===== config.mk =====
export PLATFORM = sky130hd
export DESIGN_NAME = hazard_ctrl_pipe
export DESIGN_NICKNAME = d
export VERILOG_FILES = /design/src/rtl/hazard_ctrl_pipe.sv
export SDC_FILE = /design/constraint.sdc
export NUM_CORES = 1
export LEC_CHECK = 0
export ABC_AREA = 1
export CORE_UTILIZATION = 40
export CTS_CLUSTER_SIZE = 10
export DETAILED_ROUTE_END_ITERATION = 7
export PLACE_DENSITY = 0.8
export SLEW_MARGIN = 5
export SYNTH_ARGS = -nofsm -noshare
export SYNTH_HDL_FRONTEND = slang
export SYNTH_SLANG_ARGS = --single-unit

===== constraint.sdc =====
create_clock -name clk -period 2.3 [get_ports clk]
set_clock_uncertainty 0.05 [all_clocks]
set_input_delay 0.46 -clock clk [delete_from_list [all_inputs] [get_ports clk]]
set_output_delay 0.46 -clock clk [all_outputs]
set_load 0.02 [all_outputs]

===== src/rtl/hazard_ctrl_pipe.sv =====
// Hazard unit: N-operand EX forwarding, multi-cycle load stall,
// multi-cycle branch flush and saturating stall/flush counters.
module hazard_ctrl_pipe #(
   parameter int DATA_W       = 32,
   parameter int REG_AW       = 4,
   parameter int NUM_SRC      = 3,
   parameter int LOAD_LAT     = 2,
   parameter int FLUSH_CYCLES = 1,
   parameter int CNT_W        = 16
) (
   input  logic                       clk,
   input  logic                       rst,
   input  logic [NUM_SRC*REG_AW-1:0]  src_addr,
   input  logic [NUM_SRC-1:0]         src_valid,
   input  logic                       mem_valid,
   input  logic [REG_AW-1:0]          mem_rd,
   input  logic                       mem_regwrite,
   input  logic                       mem_is_load,
   input  logic [REG_AW-1:0]          wb_rd,
   input  logic                       wb_regwrite,
   input  logic [DATA_W-1:0]          alu_result,
   input  logic [DATA_W-1:0]          wb_result,
   input  logic                       branch_taken,
   output logic [NUM_SRC-1:0]         fwd_en,
   output logic [NUM_SRC*DATA_W-1:0]  fwd_data,
   output logic [4:0]                 stall,
   output logic [4:0]                 flush,
   output logic [CNT_W-1:0]           stall_count,
   output logic [CNT_W-1:0]           flush_count
);

   typedef enum logic [1:0] {IDLE, LD_WAIT, BR_FLUSH} state_e;

   localparam bit          LD_MULTI = (LOAD_LAT > 1);
   localparam bit          BR_MULTI = (FLUSH_CYCLES > 1);
   localparam logic [7:0]  LD_INIT  = 8'(LD_MULTI ? LOAD_LAT - 2 : 0);
   localparam logic [7:0]  BR_INIT  = 8'(BR_MULTI ? FLUSH_CYCLES - 2 : 0);
   localparam logic [CNT_W-1:0] ONE = {{(CNT_W-1){1'b0}}, 1'b1};

   state_e            state_q, state_d;
   logic [7:0]        cnt_q, cnt_d;
   logic [CNT_W-1:0]  stall_cnt_q, stall_cnt_d;
   logic [CNT_W-1:0]  flush_cnt_q, flush_cnt_d;
   logic [4:0]        stall_c, flush_c;
   logic              br_evt, load_use;
   logic [NUM_SRC-1:0] hit_mem, hit_wb, lu_hit;

   always_comb begin
      hit_mem  = '0;
      hit_wb   = '0;
      lu_hit   = '0;
      fwd_en   = '0;
      fwd_data = '0;
      for (int i = 0; i < NUM_SRC; i++) begin
         hit_mem[i] = src_valid[i] & mem_valid & mem_regwrite & ~mem_is_load
                    & (mem_rd == src_addr[i*REG_AW +: REG_AW]);
         hit_wb[i]  = src_valid[i] & wb_regwrite
                    & (wb_rd == src_addr[i*REG_AW +: REG_AW]);
         lu_hit[i]  = src_valid[i] & mem_valid & mem_is_load & mem_regwrite
                    & (mem_rd == src_addr[i*REG_AW +: REG_AW]);
         fwd_en[i]  = hit_mem[i] | hit_wb[i];
         if (hit_mem[i])
            fwd_data[i*DATA_W +: DATA_W] = alu_result;
         else if (hit_wb[i])
            fwd_data[i*DATA_W +: DATA_W] = wb_result;
      end
   end

   assign load_use = |lu_hit;

   always_comb begin
      state_d = state_q;
      cnt_d   = cnt_q;
      stall_c = '0;
      flush_c = '0;
      br_evt  = 1'b0;
      unique case (state_q)
         IDLE: begin
            if (branch_taken) begin
               flush_c = 5'b01110;
               br_evt  = 1'b1;
               if (BR_MULTI) begin
                  cnt_d   = BR_INIT;
                  state_d = BR_FLUSH;
               end
            end else if (mem_valid && mem_is_load && LD_MULTI) begin
               stall_c = 5'b01111;
               flush_c = 5'b10000;
               cnt_d   = LD_INIT;
               state_d = LD_WAIT;
            end else if (load_use) begin
               stall_c = 5'b00111;
               flush_c = 5'b01000;
            end
         end
         LD_WAIT: begin
            if (cnt_q != 8'd0) begin
               stall_c = 5'b01111;
               flush_c = 5'b10000;
               cnt_d   = cnt_q - 8'd1;
            end else begin
               state_d = IDLE;
               if (load_use) begin
                  stall_c = 5'b00111;
                  flush_c = 5'b01000;
               end
            end
         end
         BR_FLUSH: begin
            flush_c = 5'b00010;
            if (cnt_q == 8'd0)
               state_d = IDLE;
            else
               cnt_d = cnt_q - 8'd1;
         end
         default: state_d = IDLE;
      endcase
   end

   // Reset silences the pipeline controls at once, not on the next edge.
   assign stall = rst ? 5'b0 : stall_c;
   assign flush = rst ? 5'b0 : flush_c;

   always_comb begin
      stall_cnt_d = stall_cnt_q;
      flush_cnt_d = flush_cnt_q;
      if ((|stall) && !(&stall_cnt_q))
         stall_cnt_d = stall_cnt_q + ONE;
      if (br_evt && !(&flush_cnt_q))
         flush_cnt_d = flush_cnt_q + ONE;
   end

   always_ff @(posedge clk) begin
      if (rst) begin
         state_q     <= IDLE;
         cnt_q       <= '0;
         stall_cnt_q <= '0;
         flush_cnt_q <= '0;
      end else begin
         state_q     <= state_d;
         cnt_q       <= cnt_d;
         stall_cnt_q <= stall_cnt_d;
         flush_cnt_q <= flush_cnt_d;
      end
   end

   assign stall_count = stall_cnt_q;
   assign flush_count = flush_cnt_q;

endmodule


* After elaboration in Yosys (flattened, before gate mapping)
Cells that the tools add are included.
** Storage, ports and cells
- Bits in registers :: 42
- Input bits :: 94
- Output and inout bits :: 141
** Cells by class
- Add/subtract/negate cells :: 3
- Equality and inequality tests :: 14
- Mux-type cells :: 30
- Bitwise logic cells :: 31
- Reduce and logical (&&, ||, !) cells :: 15
** Operators with widths (count)
- 32-bit two-way mux :: 6
- 16-bit by 1-bit adder with 16-bit output, second input constant :: 2
- 8-bit two-way mux :: 4
- 16-bit AND reduction :: 2
- 5-bit two-way mux :: 6
- 1-bit bitwise AND :: 27
- 4-bit equality test :: 6
- 8-bit one-hot mux with 3 select lines :: 1
- 5-bit one-hot mux with 3 select lines :: 1
- 4-bit two-way mux :: 3
- 2-bit inequality test, second input constant :: 6
- 5-bit one-hot mux with 2 select lines :: 1
- 8-bit zero test :: 1
- 2-bit two-way mux :: 4
- 8-bit nonzero test :: 1
- 8-bit by 1-bit subtractor with 8-bit output, second input constant :: 1
- 2-bit one-hot mux with 3 select lines :: 1
- 5-bit AND reduction :: 1
- 5-bit OR reduction :: 1
- 4-bit AND reduction :: 1
- 1-bit logical AND :: 3
- 3-bit two-way mux :: 1
- 1-bit bitwise OR :: 3
- 3-bit nonzero test :: 1
- 7 further kinds :: 9

* Depth between registers and ports, before layout
Gate-level depths: netlist of run 1.
- Word-level depth :: 12
- Mapped depth :: 12
- Mapped depth without buffers :: 12

* Least setup slack after synthesis of run 1
No wires, ideal clock.
- Kind :: register to output
- Start :: register cnt_q[0]
- End :: output stall[1]
- Data arrival time :: 1.714 ns
- Slack :: 0.076 ns
- Stages on the path, launching flop included :: 11
- Path buffers :: 2
- Path through :: dfxtp_1 > inv_1 > ha_1 > inv_1 > nor3_2 > nand3_1 > nand2_1 > nand4_2 > buf_4 > and2_1 > buf_4
** Between the ends
- Word-level cells in the longest chain between the ends :: 4
** RTL lines
- from (decl) :: line 41 : logic [7:0] cnt_q, cnt_d;
- from (signal assigned) :: line 141 : cnt_q <= cnt_d;
- 8-bit nonzero test :: line 97 : if (cnt_q != 8'd0) begin
- 5-bit two-way mux :: line 97
- 5-bit one-hot mux with 2 select lines :: line 77 : unique case (state_q)
- 5-bit two-way mux :: line 121 : assign stall = rst ? 5'b0 : stall_c;
- to (decl) :: line 26 : output logic [4:0] stall,
Every way passes these cells.

* Final worst setup path of run 1
- Start :: input src_addr[2]
- End :: output fwd_data[5]
** Between the ends
- Word-level cells in the longest chain between the ends :: 4
** RTL lines
- from (decl) :: line 13 : input logic [NUM_SRC*REG_AW-1:0] src_addr,
- 4-bit equality test :: line 58 : & (wb_rd == src_addr[i*REG_AW +: REG_AW]);
- 1-bit bitwise AND :: line 58
- 32-bit two-way mux :: line 64 : else if (hit_wb[i])
- 32-bit two-way mux (*) :: line 62 : if (hit_mem[i])
- to (decl) :: line 25 : output logic [NUM_SRC*DATA_W-1:0] fwd_data,
Every way passes the cells marked *; elsewhere a longest branch is shown, timed or not.

==> out/results.ini, run 1 <==
[status]
status = finished, violations left
failed_checks = setup timing

[worst_setup_path]
worstSetupPathType = primary input to primary output
setup.worst_path.start = src_addr[2]
crit_end = fwd_data[5]
required_ns = 1.79
r2r_slack_ns = 0.26
r2r-start = stall_count[0]
critPathCaptureType = primary output
r2r_end = stall_count[1]
cp.arrival_ns = 2.04
cp_max_fo = 7
start_kind = primary input
r2r_cells = 8

[route]
viasPerCell = 6.271
vias = 7312
dr.pass1.iters = 6
drc = 0
ant_nets = 0
drt-initial-drc-count = 769
routed_wl_um = 27440
wl_per_cell_um = 23.53

[floorplan]
start_util = 0.4181
core_um2 = 9910
ios = 235
rows = 36
die_h_um = 103.8
die_x_um = 103.8
die_area_um2 = 10770

[timing]
hold_viol_final = 0
timing.final.crit_share = 1.107
fin_crit_ns = 2.546
fmax_ghz = 0.3927
grt_setup_unrepaired = true
setup_ws_ns = -0.2462
setup_viol = 101
finalMaxSlewViolations = 0

[run]
max_cap_viol_count = 0

[synth]
synth_edf_count = 0
syn_area_per_cell_um2 = 5.893
yosysTopAreaCell = dfxtp_1
syn_area_um2 = 4143
ys_ff_latch = 41
synth_top_family_by_area = simple AND/OR/NAND/NOR gates
synth_fa_ha_area_frac = 0.01208
ys_seq_area_frac = 0.1981
synthMuxAreaShare = 0
yosys.area_share.simple = 0.3984
async_flop_share = 0
netlist_top_cells_area = dfxtp_1 20%, nand3_1 12%, nand2_1 10%, o21ai_0 9.8%, inv_1 8.1%
synth-xor-area-share = 0.04863
synth-compound-area-share = 0.1957
yosysWarnings = 0
postSynthCellCount = 703
synth_top_area_frac = 0.1981
yosysUniqueCellTypes = 43
synth_ff_type = dfxtp_1

[layout]
final_layout_size_suffix_gt1_frac = 0.4494
mostFrequentLayoutCells = 107 x buf_4, 103 x buf_6, 101 x nand2_1
fin_util = 0.8971
final_area_um2 = 8890
final_net_count = 1125
areaGrowthSynthToFinish_pct = 114.6
final_common_cell = buf_4

[worst_hold_path]
hp-start = cnt_q[6]
min_path_type = register to register

[global_routing]
track_usage = 0.4280
grt_first_pass_wirelength_um = 36200
grt_pass1_vias = 6621
grt_max_degree = 34
grt_antenna_before_repair = 4
overflow = 0

[pwr]
pwr_density_cell_nw_per_um2 = 257.8
total_power_uw = 2292
leakagePower_uw = 0.003744
ir_drop_v = 0.0004186

[clock_tree]
numCtsBuffers = 5
clockBufferDepth = 2
path_clk_slew_ns = 0.07
cts_hold_buf = 0
clockRootBuffer = clkbuf_8
numClockSinks = 41
htree_levels = 2
cts_tree = built
worstSkewPairLatency_ns = 0.31

[placed_design]
io_buffers = 232
dpl.hpwl_um = 15620
gp_congestion = 1.090
dpl_worst_slack_ns = -1.035
placed_cell_area_um2 = 6998

-- report_power, final --
group	leakage (uW)	switching, uW	total [uW]	internal (uW)
Clock	0.0000543	274	546	272
Sequential	0.000332	20.1	746	726
Combinational	0.00336	551	1000	450
Total	0.00374	845	2290	1450
-- per-layer routing --
metal	vias up	track usage	wire, um
met4	0	0.3153	2951
met1	3340	0.4786	9416
li1	3058	-	-
met2	647	0.7176	12270
met3	267	0.09125	2798
met5	-	0	0
-- synth_stat cells (4+ instances only) --
cell,n
nand2_1,113
nand3_1,96
inv_1,89
o21ai_0,81
nor2_1,56
nand4_1,53
dfxtp_1,41
a21oi_1,24
o21ai_1,24
clkbuf_1,19
xor2_1,17
buf_2,13
nor3_1,9
buf_4,7
a21oi_2,6
xnor2_1,6
inv_2,5
buf_1,4
ha_1,4
o211ai_1,4
o22ai_1,4
-- critical path: stages --
cell and delay, ns:
buf_8 0.10, inv_4 0.04, or2_1 0.10, nand3_1 0.07, or2_1 0.25, nor4_4 0.25, buf_6 0.20, buf_16 0.14
buf_6 0.10, nand3_2 0.07, o21ai_2 0.10, buf_6 0.15
-- area by class of cell --
cell class / instances / area [um2]
fillers: 457 / 1020
inverters: 94 / 362.8
clock inverters: 1 / 5.005
repair buffers: 363 / 3816
flip-flops and latches: 41 / 822.0
well taps: 133 / 166.4
clock buffers: 7 / 96.34
multi-input cells: 522 / 3608
diodes: 5 / 12.51
-- repair_timing --
item,CTS,global route
cloned,15,2
resized for setup,893,210
pin swaps,24,27
buffers inserted,45,19
endpoints found under the setup margin,123,106
-- stage by stage --
| stage | hold slack [ns] | setup TNS [ns] | instances |
|---|---|---|---|
| after global routing | 0.4310 | -18.75 | 1165 |
| after CTS | 0.4000 | -5.675 | 1150 |
| after detailed placement | 0.3890 | -100.91 | 1084 |
| final | 0.4098 | -13.94 | 1166 |
| after global placement | 0.3848 | -96.77 | 1084 |
| after floorplan | 0.3718 | 0 | 704 |
-- cells by family (layout without fill, tap and decap cells) --
| logic type | after synthesis | after routing |
|---|---|---|
| other | 1 | 7 |
| xor gates and xnor gates | 23 | 23 |
| AOI/OAI and AO/OA | 149 | 149 |
| adders and majority gates | 4 | 4 |
| DFF | 41 | 41 |
| buffers and inverters | 141 | 465 |
| and+or+nand+nor | 344 | 344 |
-- sequential cells by signal, summed over array words and instances, names as in the netlist --
signal	flops
cnt_q	8
state_q	1
flush_count	16
stall_count	16
-- how the worst min path moves through the flow --
stage | end | cells after the start
final | cnt_q[6] | 1
after global routing | cnt_q[6] | 1
after CTS | cnt_q[6] | 1
after detailed placement | cnt_q[6] | 1
after global placement | cnt_q[6] | 1
after floorplan | cnt_q[6] | 1
Note: power is estimated with default switching activity, not from simulation.
==> inputs of run 2 (changes only) <==
--- a/config.mk
+++ b/config.mk
@@ -6,9 +6,11 @@
 export NUM_CORES = 1
 export LEC_CHECK = 0
 export ABC_AREA = 1
+export ABC_CLOCK_PERIOD_IN_PS = 2300
 export CORE_UTILIZATION = 40
 export CTS_CLUSTER_SIZE = 10
 export DETAILED_ROUTE_END_ITERATION = 7
+export GPL_TIMING_DRIVEN = 0
 export PLACE_DENSITY = 0.8
 export SLEW_MARGIN = 5
 export SYNTH_ARGS = -nofsm -noshare
==> run 2 against run 1 <==
  * The flow still finishes with violations (setup timing)
  * Core utilization fell by 7.2 points
  * Die area did not move
  * Setup slack got worse by 0.11 ns
  * Sequential power barely moved
  * Critical path type unchanged
==> out/results.ini, run 2 (same netlist as run 1, synthesis figures left out) <==
[global_routing]
grt_max_degree = 12
grt_antenna_before_repair = 5
overflow = 0
grt_pass1_vias = 6399
grt_first_pass_wirelength_um = 35290
track_usage = 0.4142

[worst_setup_path]
cp_max_fo = 5
slowest_delay_ns = 0.32
cp.arrival_ns = 2.15
crit_slowest_cell = nor4_4
crit_buf_inv = 5
start_kind = primary input
worstSetupPathType = primary input to primary output
cpMostUsedCell = buf_6
critPathTopFamily = buffers and inverters
required_ns = 1.79
worstPathCellList = buf_2, inv_1, o211ai_1, nor4_4, buf_6, buf_6, nand3_2, o21ai_2, buf_4
critPathCaptureType = primary output

[timing]
relSlewSlack = 0.6198
fmax_ghz = 0.3764
fin_crit_ns = 2.657
hold_viol_final = 0
tightest_slew_ns = 0.5703
timing.final.crit_share = 1.155
grt_setup_unrepaired = true
setup_viol = 96
finalMaxSlewViolations = 0
setup_ws_ns = -0.3565
setup_tns_ns = -7.720
hold-worst-slack_ns = 0.4015

[clock_tree]
path_clk_slew_ns = 0.08
numClockSinks = 41
clockBufferDepth = 2
worstSkewPairLatency_ns = 0.30
numCtsBuffers = 5
clockRootBuffer = clkbuf_8
htree_levels = 2
cts_tree = built

[layout]
final_common_cell = nand2_1
areaGrowthSynthToFinish_pct = 97.46
final_layout_size_suffix_gt1_frac = 0.4183
fin_util = 0.8255
mostFrequentLayoutCells = 106 x nand2_1, 96 x clkdlybuf4s50_1, 88 x buf_6
fillers = 640
final_net_count = 1084

[route]
drc = 0
vias = 6972
ant_nets = 0
viasPerCell = 6.208
routed_wl_um = 25650
wl_per_cell_um = 22.84
dr.pass1.iters = 8
drt-initial-drc-count = 717

[floorplan]
core_um2 = 9910
die_area_um2 = 10770
rows = 36
ios = 235
start_util = 0.4181
die_h_um = 103.8
die_x_um = 103.8

[status]
failed_checks = setup timing
status = finished, violations left

[placed_design]
io_buffers = 232
dpl.hpwl_um = 16150
gp_congestion = 0.9947

[run]
max_cap_viol_count = 0

[pwr]
pwr_density_cell_nw_per_um2 = 254.3
ir_drop_v = 0.0002691
leakagePower_uw = 0.003403

[worst_hold_path]
min_path_type = register to register

[run 2: final cells by class]
class / count / area (um2) / area share
Multi-Input combinational cell: 523 / 3620 / 0.4425
Clock buffer: 5 / 68.82 / 0.008412
Inverter: 94 / 367.9 / 0.04497
Antenna cell: 5 / 12.51 / 0.001530
Sequential cell: 41 / 823.3 / 0.1006
Clock inverter: 1 / 5.005 / 0.0006118
Buffer: 46 / 508.0 / 0.06210
Timing Repair Buffer: 275 / 2609 / 0.3189
Tap cell: 133 / 166.4 / 0.02034
[run 2: report_power, final]
| group | internal [uW] | total, uW | switching (uW) |
|---|---|---|---|
| Clock | 200 | 454 | 253 |
| Combinational | 381 | 882 | 502 |
| Sequential | 726 | 744 | 18.6 |
| Total | 1310 | 2080 | 774 |
[run 2: metrics by stage]
step | power, uW | cells | setup slack (ns) | instance area [um2]
global route | 2151 | 1123 | -0.3292 | 8180
detailed placement | 1404 | 1069 | -1.512 | 6635
finish | 2080 | 1123 | -0.3565 | 8180
CTS | 1944 | 1112 | -0.2201 | 7492
floorplan | 1054 | 704 | 0.07603 | 4146
global placement | 1392 | 1069 | -1.460 | 6635
[run 2: layer usage]
layer / GRT usage / vias to the layer above / routed length (um)
met3: 0.07804 / 211 / 2719
met2: 0.7124 / 554 / 11610
met1: 0.4802 / 3249 / 8647
li1: - / 2958 / -
met4: 0.2388 / 0 / 2671
met5: 0 / - / 0
[run 2: path summary, 6_finish.rpt]
path / start / cells after the start / slack, ns / endpoint
hold / removal: cnt_q[6] / 1 / 0.40 / cnt_q[6]
setup reg to reg: stall_count[0] / 7 / 0.31 / stall_count[13]
setup / recovery: src_addr[5] / 9 / -0.36 / fwd_data[40]
hold reg to reg: cnt_q[6] / 1 / 0.40 / cnt_q[6]
[run 2: worst reg2reg max path: cells and delay by family (launching register included)]
| kind | cells | cell delay [ns] |
|---|---|---|
| flip-flops | 1 | 0.40 |
| AND/OR/NAND/NOR | 4 | 0.82 |
| adder cells (fa/ha/maj) | 1 | 0.25 |
| buffers and inverters | 1 | 0.29 |
| AO/OA/AOI/OAI | 1 | 0.07 |
[run 2: repair_timing]
action | CTS | global route
resized for setup | 937 | 217
pin swaps | 37 | 39
gates cloned | 15 | 1
hold buffers | 0 | 0
setup endpoints to repair | 107 | 105
hold endpoints to repair | 0 | 0
buffers inserted | 23 | 5
